## src/rtl/io_periph.sv

```systemverilog
// Memory-mapped I/O block for the 16-bit single-cycle CPU: LEDs, six 7-segment
// displays, debounced switches, a prescaled timer and sticky event flags.
module io_periph #(
    parameter logic [15:0] BASE            = 16'hFF00,
    parameter logic [15:0] DEBOUNCE_CYCLES = 16'd50000,
    parameter logic [15:0] PRESCALE        = 16'd50000
) (
    input  logic        CLK,
    input  logic        RST,
    input  logic [15:0] addr,
    input  logic        we,
    input  logic [15:0] wdata,
    output logic [15:0] rdata,
    output logic        hit,
    input  logic [9:0]  SW,
    output logic [9:0]  LEDS,
    output logic [7:0]  HEX0,
    output logic [7:0]  HEX1,
    output logic [7:0]  HEX2,
    output logic [7:0]  HEX3,
    output logic [7:0]  HEX4,
    output logic [7:0]  HEX5,
    output logic        irq
);

    // Bus: no handshake or backpressure. A store commits on the CLK edge where
    // we=1 and hit=1; a load is answered combinationally in the same cycle.
    logic [15:0] off;
    logic [2:0]  reg_sel;
    logic        wr;

    assign off     = addr - BASE;
    assign hit     = (off[15:3] == 13'd0);
    assign reg_sel = off[2:0];
    assign wr      = we && hit;

    logic wr_led, wr_hexlo, wr_hexhi, wr_blank, wr_count, wr_cmp, wr_status;

    assign wr_led    = wr && (reg_sel == 3'd0);
    assign wr_hexlo  = wr && (reg_sel == 3'd1);
    assign wr_hexhi  = wr && (reg_sel == 3'd2);
    assign wr_blank  = wr && (reg_sel == 3'd3);
    assign wr_count  = wr && (reg_sel == 3'd5);
    assign wr_cmp    = wr && (reg_sel == 3'd6);
    assign wr_status = wr && (reg_sel == 3'd7);

    logic [9:0]  led;
    logic [15:0] hex_lo;
    logic [7:0]  hex_hi;
    logic [5:0]  blank;
    logic [15:0] cmp;

    always_ff @(posedge CLK) begin
        if (RST) begin
            led    <= 10'd0;
            hex_lo <= 16'd0;
            hex_hi <= 8'd0;
            blank  <= 6'h3F;
            cmp    <= 16'hFFFF;
        end else begin
            if (wr_led)   led    <= wdata[9:0];
            if (wr_hexlo) hex_lo <= wdata;
            if (wr_hexhi) hex_hi <= wdata[7:0];
            if (wr_blank) blank  <= wdata[5:0];
            if (wr_cmp)   cmp    <= wdata;
        end
    end

    // Switch path: two-flop synchroniser followed by a stability counter.
    logic [9:0]  sw_meta;
    logic [9:0]  sw_sync;
    logic [9:0]  sw_db;
    logic [15:0] db_cnt;
    logic        sw_mismatch;
    logic        sw_changed;

    assign sw_mismatch = (sw_sync != sw_db);
    assign sw_changed  = sw_mismatch && (db_cnt == DEBOUNCE_CYCLES - 16'd1);

    always_ff @(posedge CLK) begin
        if (RST) begin
            sw_meta <= 10'd0;
            sw_sync <= 10'd0;
            sw_db   <= 10'd0;
            db_cnt  <= 16'd0;
        end else begin
            sw_meta <= SW;
            sw_sync <= sw_meta;
            if (sw_changed) begin
                sw_db  <= sw_sync;
                db_cnt <= 16'd0;
            end else if (sw_mismatch) begin
                db_cnt <= db_cnt + 16'd1;
            end else begin
                db_cnt <= 16'd0;
            end
        end
    end

    // Timer: a COUNT write outranks a tick on the same edge, and so blocks the match.
    logic [15:0] presc;
    logic [15:0] count;
    logic [15:0] count_inc;
    logic        tick;
    logic        timer_match;

    assign tick        = (presc == PRESCALE - 16'd1);
    assign count_inc   = count + 16'd1;
    assign timer_match = !wr_count && tick && (count_inc == cmp);

    always_ff @(posedge CLK) begin
        if (RST) begin
            presc <= 16'd0;
            count <= 16'd0;
        end else if (wr_count) begin
            presc <= 16'd0;
            count <= 16'd0;
        end else if (tick) begin
            presc <= 16'd0;
            count <= count_inc;
        end else begin
            presc <= presc + 16'd1;
        end
    end

    // Sticky flags: a set event on the same edge as its write-1-to-clear wins.
    logic [1:0] status;
    logic [1:0] status_clr;

    assign status_clr = wr_status ? wdata[1:0] : 2'b00;

    always_ff @(posedge CLK) begin
        if (RST) status <= 2'b00;
        else     status <= (status & ~status_clr) | {sw_changed, timer_match};
    end

    assign irq = status[0] | status[1];

    always_comb begin
        rdata = 16'd0;
        if (hit) begin
            case (reg_sel)
                3'd0: rdata = {6'd0, led};
                3'd1: rdata = hex_lo;
                3'd2: rdata = {8'd0, hex_hi};
                3'd3: rdata = {10'd0, blank};
                3'd4: rdata = {6'd0, sw_db};
                3'd5: rdata = count;
                3'd6: rdata = cmp;
                3'd7: rdata = {14'd0, status};
            endcase
        end
    end

    function automatic logic [7:0] seg7(input logic [3:0] n);
        case (n)
            4'h0: seg7 = 8'hC0;
            4'h1: seg7 = 8'hF9;
            4'h2: seg7 = 8'hA4;
            4'h3: seg7 = 8'hB0;
            4'h4: seg7 = 8'h99;
            4'h5: seg7 = 8'h92;
            4'h6: seg7 = 8'h82;
            4'h7: seg7 = 8'hF8;
            4'h8: seg7 = 8'h80;
            4'h9: seg7 = 8'h90;
            4'hA: seg7 = 8'h88;
            4'hB: seg7 = 8'h83;
            4'hC: seg7 = 8'hC6;
            4'hD: seg7 = 8'hA1;
            4'hE: seg7 = 8'h86;
            4'hF: seg7 = 8'h8E;
        endcase
    endfunction

    assign LEDS = led;
    assign HEX0 = blank[0] ? 8'hFF : seg7(hex_lo[3:0]);
    assign HEX1 = blank[1] ? 8'hFF : seg7(hex_lo[7:4]);
    assign HEX2 = blank[2] ? 8'hFF : seg7(hex_lo[11:8]);
    assign HEX3 = blank[3] ? 8'hFF : seg7(hex_lo[15:12]);
    assign HEX4 = blank[4] ? 8'hFF : seg7(hex_hi[3:0]);
    assign HEX5 = blank[5] ? 8'hFF : seg7(hex_hi[7:4]);

endmodule

```

## config.mk

```make
export PLATFORM = sky130hd
export DESIGN_NAME = io_periph
export DESIGN_NICKNAME = d
export VERILOG_FILES = /design/src/rtl/io_periph.sv
export SDC_FILE = /design/constraint.sdc
export NUM_CORES = 1
export LEC_CHECK = 0
export ABC_AREA = 0
export CAP_MARGIN = 25
export CORE_ASPECT_RATIO = 1.1
export CORE_MARGIN = 3
export CORE_UTILIZATION = 53
export DETAILED_ROUTE_END_ITERATION = 12
export GPL_ROUTABILITY_DRIVEN = 0
export GPL_TIMING_DRIVEN = 1
export PLACE_DENSITY = 0.76
export SYNTH_ARGS = -nofsm -noshare
export SYNTH_HDL_FRONTEND = slang
export SYNTH_SLANG_ARGS = --single-unit
```

## constraint.sdc

```tcl
create_clock -name CLK -period 6.05 [get_ports CLK]
set_input_delay 0.605 -clock CLK [delete_from_list [all_inputs] [get_ports CLK]]
set_output_delay 0.605 -clock CLK [all_outputs]
set_load 0.03 [all_outputs]
```

# Yosys cells after proc, flatten, opt, wreduce, memory -nomap -nowiden
# Memory sizes are Yosys's and may differ from the RTL's. A register that Yosys moved wholly into a read port is not among the register bits.
# Index checks and enable logic that the tools add are counted.
# W data, S select, Z words.
[word_totals] ff_bits=136 rom_bits=672 inputBits=45 out_inout_bits=76 elab_cells=76 memories=6
[memory_table] memory="(name not given)" words=16 word_bits=7 rd=1 rd_ports_with_merged_regs=1 write_ports=0 line="156" source="case (n)"
[memory_table] memory="(name not given)" words=16 word_bits=7 rd=1 rd_ports_with_merged_regs=1 write_ports=0 line="156"
[memory_table] memory="(name not given)" words=16 word_bits=7 rd=1 rd_ports_with_merged_regs=1 write_ports=0 line="156"
[memory_table] memory="(name not given)" words=16 word_bits=7 rd=1 rd_ports_with_merged_regs=1 write_ports=0 line="156"
[memory_table] memory="(name not given)" words=16 word_bits=7 rd=1 rd_ports_with_merged_regs=1 write_ports=0 line="156"
[memory_table] memory="(name not given)" words=16 word_bits=7 rd=1 rd_ports_with_merged_regs=1 write_ports=0 line="156"
[op_classes] add_sub_neg=4 n_eq_ne=11 mux=21 bitwise_logic=5 n_reduce_logical=17
[op_table] operator="$pmux W16 S8" count=1
[op_table] operator="$add A16 B1 Y16 const B" count=3
[op_table] operator="$mux W4" count=12
[op_table] operator="$mux W8" count=6
[op_table] operator="$eq A16 B16 Y1 const B" count=2
[op_table] operator="$eq A16 B16 Y1" count=1
[op_table] operator="$mux W16" count=1
[op_table] operator="$sub A16 B16 Y16 const B" count=1
[op_table] operator="$logic_not A13 Y1" count=1
[op_table] operator="$eq A3 B3 Y1 const B" count=4
[op_table] operator="$logic_and A1 B1 Y1" count=11
[op_table] operator="$ne A10 B10 Y1" count=1
[op_table] operator="$eq A3 B2 Y1 const B" count=2
[op_table] operator="$reduce_or A3 Y1" count=2
[op_table] operator="$eq A3 B1 Y1 const B" count=1
[op_table] operator="$logic_not A3 Y1" count=1
[op_table] operator="$and A2 B2 Y2" count=1
[op_table] operator="$mux W2" count=1
[op_table] operator="$not A2 Y2" count=1
[op_table] operator="$or A2 B2 Y2" count=1
[op_table] operator="$reduce_or A2 Y1" count=1
[op_table] operator="$logic_not A1 Y1" count=1
[op_table] operator="$not A1 Y1" count=1
[op_table] operator="$or A1 B1 Y1" count=1

# Longest topological paths before layout
# Gate-level depths: netlist of run 1.
[depth] ltp_word=8 depth_mapped=15 mapped_depth_nobuf=13

# Worst setup path after synthesis of run 1
# No wires, ideal clock.
[synth_path] kind="input -> register" startpoint="input addr[8]" endpoint="register with a tool-made name" setup_time_ps=74 arrival_ps=3397 t_required_ps=5976 path_slack_ps=2579 path_stages=12 n_path_buf=2 cell_sequence="ha_1 -> nor4_1 -> a31oi_1 -> or4_1 -> buf_4 -> buf_2 -> mux2i_1 -> nor2_1 -> inv_1 -> ha_1 -> or4_1 -> o21ai_0"
[synth_rtl] item="start: declaration" line="10" source="input logic [15:0] addr,"

# Worst setup path in the final report of run 1
[layout_path] startpoint="input addr[8]" endpoint="output rdata[3]"
[layout_via] elab_chain_cells=3
[layout_rtl] item="$sub A16 B16 Y16" line="32" source="assign off = addr - BASE;"
[layout_rtl] item="$logic_not A13 Y1" line="33" source="assign hit = (off[15:3] == 13'd0);"
[layout_rtl] item="$mux W16" line="141" source="if (hit) begin"
[layout_rtl] item="end: declaration" line="13" source="output logic [15:0] rdata,"
# Every way passes these cells.

==> results of run 1 <==
placed cells by master, fill, tap and decap left out, types with 19 or more instances in the layout:
cell type          n
o21ai_0           31
nand2_1           81
clkdlybuf4s50_1  113
nor2b_1           36
or2_2             50
mux2i_1           86
nand3_1           22
xor2_1            23
a21oi_1           47
ha_1              40
xnor2_1           46
inv_1             41
nor3_1            20
nor2_1           154
nand4_1           19
dfxtp_1          178
metal layers:
layer / GRT usage / vias to the layer above / part of all wire
li1: - / 4180 / -
met1: 0.326 / 4079 / 0.43
met2: 0.414 / 309 / 0.48
met3: 0.0498 / 39 / 0.064
met4: 0.0808 / 0 / 0.021
met5: 0 / - / 0
stage by stage:
stage	setup slack, ns	std cells
after global routing	1.22	1495
after floorplan	2.58	1167
after global placement	1.45	1463
after detailed placement	1.41	1464
final	1.34	1495
after CTS	1.39	1495
worst max-delay path: cells and delay by family:
family	cells	cell delay (ns)
simple gates	2	1.17
fa+ha+maj	1	0.23
compound gates	3	0.58
buf+inv	3	1.53
logic make-up after synthesis:
logic type / share of synthesized area
compound gates: 0.125
xor+xnor: 0.0604
fa+ha+maj: 0.0500
buf+inv: 0.0507
flops: 0.356
mux: 0.119
other cells: 0.000375
simple gates: 0.239
final cells by class:
| type | count | area, µm² |
|---|---|---|
| sequential | 178 | 3560 |
| clock buffer | 18 | 439 |
| fill | 1579 | 6590 |
| multi-input combinational | 873 | 5970 |
| timing repair buffer | 127 | 1260 |
| clock inverter | 13 | 200 |
| inverter | 43 | 161 |
| tap | 243 | 304 |
cell usage after synthesis (11+ instances only):
cell type	instances
a21oi_1	47
and3_1	17
buf_4	11
clkbuf_1	49
dfxtp_1	178
ha_1	40
inv_1	41
mux2_2	16
mux2i_1	86
nand2_1	81
nand3_1	22
nand4_1	19
nor2_1	154
nor2b_1	36
nor3_1	21
o21ai_0	31
o22ai_1	15
or2_2	50
xnor2_1	46
xor2_1	23
path summary, 6_finish.rpt:
kind | end | slack (ns) | depth (start not counted)
max | rdata[3] | 1.34 | 9
min | sw_sync[0]$_SDFF_PP0_ | 0.44 | 1
max reg2reg | count[14]$_SDFFE_PP0N_ | 3.53 | 6
min reg2reg | sw_sync[0]$_SDFF_PP0_ | 0.44 | 1
power by group through the flow:
| stage | clock network, mW | logic [mW] | registers [mW] |
|---|---|---|---|
| final | 1.19 | 0.145 | 1.19 |
| after global routing | 1.26 | 0.156 | 1.19 |
| after CTS | 1.21 | 0.143 | 1.19 |
| after detailed placement | 0 | 0.142 | 1.21 |
| after global placement | 0 | 0.141 | 1.21 |
| after floorplan | 0 | 0.0887 | 1.21 |
==> results_dict.tcl, run 1 <==
set metrics [dict create \
    syn_avg_cell_area_um2 8.61 \
    vias 8607 \
    postLayoutCellArea_mm2 0.0119 \
    grt_pass1_vias 8155 \
    drv_slew 0 \
    post_cts_buffers 0 \
    port-buffer-count 114 \
    ys_warn_count 0 \
    syn2layout_area_growth_pct 18.9 \
    r2r_start "presc[9]$_SDFF_PP0_" \
    min_period_ns 4.71 \
    grt_pass1_wl_mm 41.2 \
    drt-initial-drc-count 618 \
    required_ns 5.44 \
    hold_violations 0 \
    drt_wl_total_mm 25.5 \
    rsz0062_at_grt "no" \
    grt_max_degree 77 \
    path_max_fanout 15 \
    cap_violations 0 \
    ir_worst_vdd_uv 198 \
    cts_resized 0 \
    fp.dieW_um 137 \
    cts_sinks 178 \
    internal_power_mw 1.95 \
    drt_pass1_iterations 5 \
    power.leakage_nw 4.49 \
    hpwl_mm 18.4 \
    cts.clk_slew.worst_paths_ns 0.06 \
    fin_skew_ns 0.00755 \
    path_cells "clkdlybuf4s50_1 > ha_1 > and3_1 > a31oi_1 > or4_1 > inv_2 > o21ai_0 > a21oi_1 > clkdlybuf4s50_1" \
    p_seq_frac 0.471 \
    viasPerCell 5.76 \
    synth_enable_flop_cells 0 \
    power.switching_mw 0.574 \
    utilization 0.643 \
    synth_area_leaders "dfxtp_1, mux2i_1, nor2_1, ha_1, xnor2_1" \
    io_pins 121 \
    synth_area_mm2 0.0100 \
    clk_latency_ns 0.44 \
    synth_area_leader_cell "dfxtp_1" \
    pwr-share-clk 0.472 \
    yosys.cell_types.count 74 \
    initial_utilization 0.541 \
    synth.top_cell.area_share 0.356 \
    whs_ns 0.440 \
    switching_share 0.228 \
    drive_gt1_frac 0.103 \
    critical_path_class "in -> out" \
    die_y_um 150 \
    cts_tree "built" \
    gr-total-overflow 0 \
    antenna_cells 0 \
    setup_viol 0 \
    root_buffer "clkbuf_16" \
    h-tree-depth 4 \
    hp-class "reg -> reg" \
    share_comb_of_total_power 0.057 \
    worst_path_largest_cell_delay_ns 1.01 \
    ys_seq_area_frac 0.356 \
    clk_path_buf_depth 2 \
    startpoint_type "primary input" \
    grt.total_usage 0.250 \
    synth_ff_type "dfxtp_1" \
    relSlewSlack 0.416 \
    fin_nets 1325 \
    finalCritPeriodShare 0.779 \
    holdBufCountCts 0 \
    core-area_mm2 0.0185 \
    cp-end-kind "output port" \
    min_from "sw_meta[0]$_SDFF_PP0_" \
    synth_cells 1162 \
    worstMarginPinSlew_ns 0.875 \
    cp_data_arrival_time_ns 4.11 \
    clock.fmax_mhz 212 \
    post_drt_wl_per_cell_um 17.1 \
    cp_slowest_cell "or4_1" \
    async_flop_share 0 \
    ys_ff_latch 178 \
    cp-startpoint "addr[8]" \
    p_total_mw 2.52 \
    p_per_area_mw_per_mm2 212 \
    dieArea_mm2 0.0206 \
    antenna_found_initial 0 \
    antenna_left 0 \
    status "finished, final reports clean" \
    cp_common_cell "clkdlybuf4s50_1" \
    setup-tns-final_ns 0 \
    cts_made_buffers 17 \
    place_area_mm2 0.0113 \
    drc 0 \
    core.rowCount 52 \
]
(Power assumes the default switching activity.)
==> run 2, diff against run 1 <==
==> constraint.sdc (replaced) <==
create_clock -name CLK -period 4.35 [get_ports CLK]
set_input_delay 0.435 -clock CLK [delete_from_list [all_inputs] [get_ports CLK]]
set_output_delay 0.435 -clock CLK [all_outputs]
set_load 0.03 [all_outputs]
==> run 2 against run 1 <==
Net effect: clock skew rose by 0.0025 ns; final cell count increased by 0.80%; hold slack better by 0.0019 ns; routed wire length increased by 1.2%; critical path depth unchanged; setup slack worse by 0.82 ns; global-route usage is 0.45 points higher; via count rose by 0.63%; design area increased by 0.12%; clock power up 24%; non-clock buffer count up 11; critical path type unchanged; highest routed layer unchanged.
==> results_dict.tcl, run 2 (synthesis gave the netlist of run 1 again) <==
set metrics [dict create \
    finalCritPeriodShare 0.881 \
    dieArea_mm2 0.0206 \
    utilization 0.644 \
    layout.cells.non_filler 1507 \
    power.leakage_nw 4.51 \
    fp.dieW_um 137 \
    cap_violations 0 \
    core.rowCount 52 \
    root_buffer "clkbuf_16" \
    rsz0062_at_grt "no" \
    startpoint_type "primary input" \
    core-area_mm2 0.0185 \
    drt_pass1_iterations 6 \
    required_ns 3.91 \
    hp-class "reg -> reg" \
    holdBufCountCts 0 \
    p_total_mw 3.32 \
    min_period_ns 3.83 \
    setup_viol 0 \
    relSlewSlack 0.385 \
    cp_data_arrival_time_ns 3.40 \
    viasPerCell 5.75 \
    io_pins 121 \
    initial_utilization 0.541 \
    cts_made_buffers 17 \
    p_per_area_mw_per_mm2 279 \
    dp_cells 1475 \
    drc 0 \
    clk_latency_ns 0.43 \
    clock.fmax_mhz 261 \
    cp_common_cell "clkdlybuf4s50_1" \
    h-tree-depth 4 \
    antenna_cells 0 \
    clk_path_buf_depth 2 \
    syn2layout_area_growth_pct 19.0 \
    grt_pass1_wl_mm 41.6 \
    post_drt_wl_per_cell_um 17.1 \
    drive_gt1_frac 0.110 \
    critical_path_class "in -> out" \
    cts_resized 0 \
    grt.total_usage 0.254 \
    drt_wl_total_mm 25.8 \
    post_cts_buffers 0 \
    grt_max_degree 90 \
    gr-total-overflow 0 \
    cp_slowest_cell "clkdlybuf4s50_1" \
    fin_skew_ns 0.0100 \
    port-buffer-count 114 \
    cts_tree "built" \
    path_cells "clkdlybuf4s50_1 > ha_1 > nor4_1 > a31oi_1 > or4_1 > inv_2 > o21ai_0 > a21oi_1 > clkdlybuf4s50_1" \
    setup-tns-final_ns 0 \
    worstMarginPinSlew_ns 0.922 \
    hold_violations 0 \
    antenna_found_initial 0 \
    hpwl_mm 18.8 \
    die_y_um 150 \
    ir_worst_vdd_uv 297 \
    vias 8661 \
    place_area_mm2 0.0113 \
    drt-initial-drc-count 688 \
    cp-end-kind "output port" \
    cts_sinks 178 \
    grt_pass1_vias 8084 \
    mostFrequentLayoutCells "dfxtp_1, nor2_1, clkdlybuf4s50_1, mux2i_1, nand2_1" \
    drv_slew 0 \
    fin_nets 1336 \
    cts.clk_slew.worst_paths_ns 0.06 \
    path_max_fanout 6 \
    status "finished, final reports clean" \
    layout_commonest_cell "dfxtp_1" \
    postLayoutCellArea_mm2 0.0119 \
    nFillCells 1591 \
    antenna_left 0 \
    worst_path_largest_cell_delay_ns 0.74 \
]
## run 2: per-stage QoR
step / hold WS, ns / worst slack (ns)
3_3_place_gp: 0.419 / 0.571
6_report: 0.442 / 0.519
4_1_cts: 0.441 / 0.564
5_1_grt: 0.459 / 0.374
3_5_place_dp: 0.427 / 0.510
2_1_floorplan: 0.413 / 1.05
## run 2: final cells by class
| cell class | count | area, µm² | share of cell area |
|---|---|---|---|
| repair buffers | 138 | 1350 | 0.114 |
| inverters | 43 | 161 | 0.0136 |
| clock buffers | 21 | 450 | 0.0378 |
| clock inverters | 11 | 105 | 0.00883 |
| flip-flops and latches | 178 | 3560 | 0.299 |
| multi-input cells | 873 | 5970 | 0.501 |
| well taps | 243 | 304 | 0.0255 |
## run 2: path summary, 6_finish.rpt
kind                            slack [ns]                  start                      to  depth (start not counted)
worst max-delay path                  0.52                addr[8]                rdata[3]                          9
worst min-delay path                  0.44  sw_meta[5]$_SDFF_PP0_   sw_sync[5]$_SDFF_PP0_                          1
worst max register to register        1.84    presc[0]$_SDFF_PP0_  count[14]$_SDFFE_PP0N_                          7
worst min register to register        0.44  sw_meta[5]$_SDFF_PP0_   sw_sync[5]$_SDFF_PP0_                          1
## run 2: per-layer routing
layer | share of wire | global-route usage
met3 | 0.059 | 0.0418
met5 | 0 | 0
met2 | 0.47 | 0.408
met1 | 0.44 | 0.342
met4 | 0.030 | 0.0988
## run 2: where the power goes
part / internal, mW / switching, mW / total (mW) / leakage, nW
Clock: 0.809 / 0.659 / 1.47 / 0.266
Combinational: 0.0792 / 0.127 / 0.206 / 2.81
Sequential: 1.64 / 0.00707 / 1.65 / 1.44
## run 2: critical path, delay by kind of cell
kind / cells / cell delay [ns]
buf+inv: 3 / 1.29
simple gates: 2 / 0.89
compound gates: 3 / 0.50
fa+ha+maj: 1 / 0.26
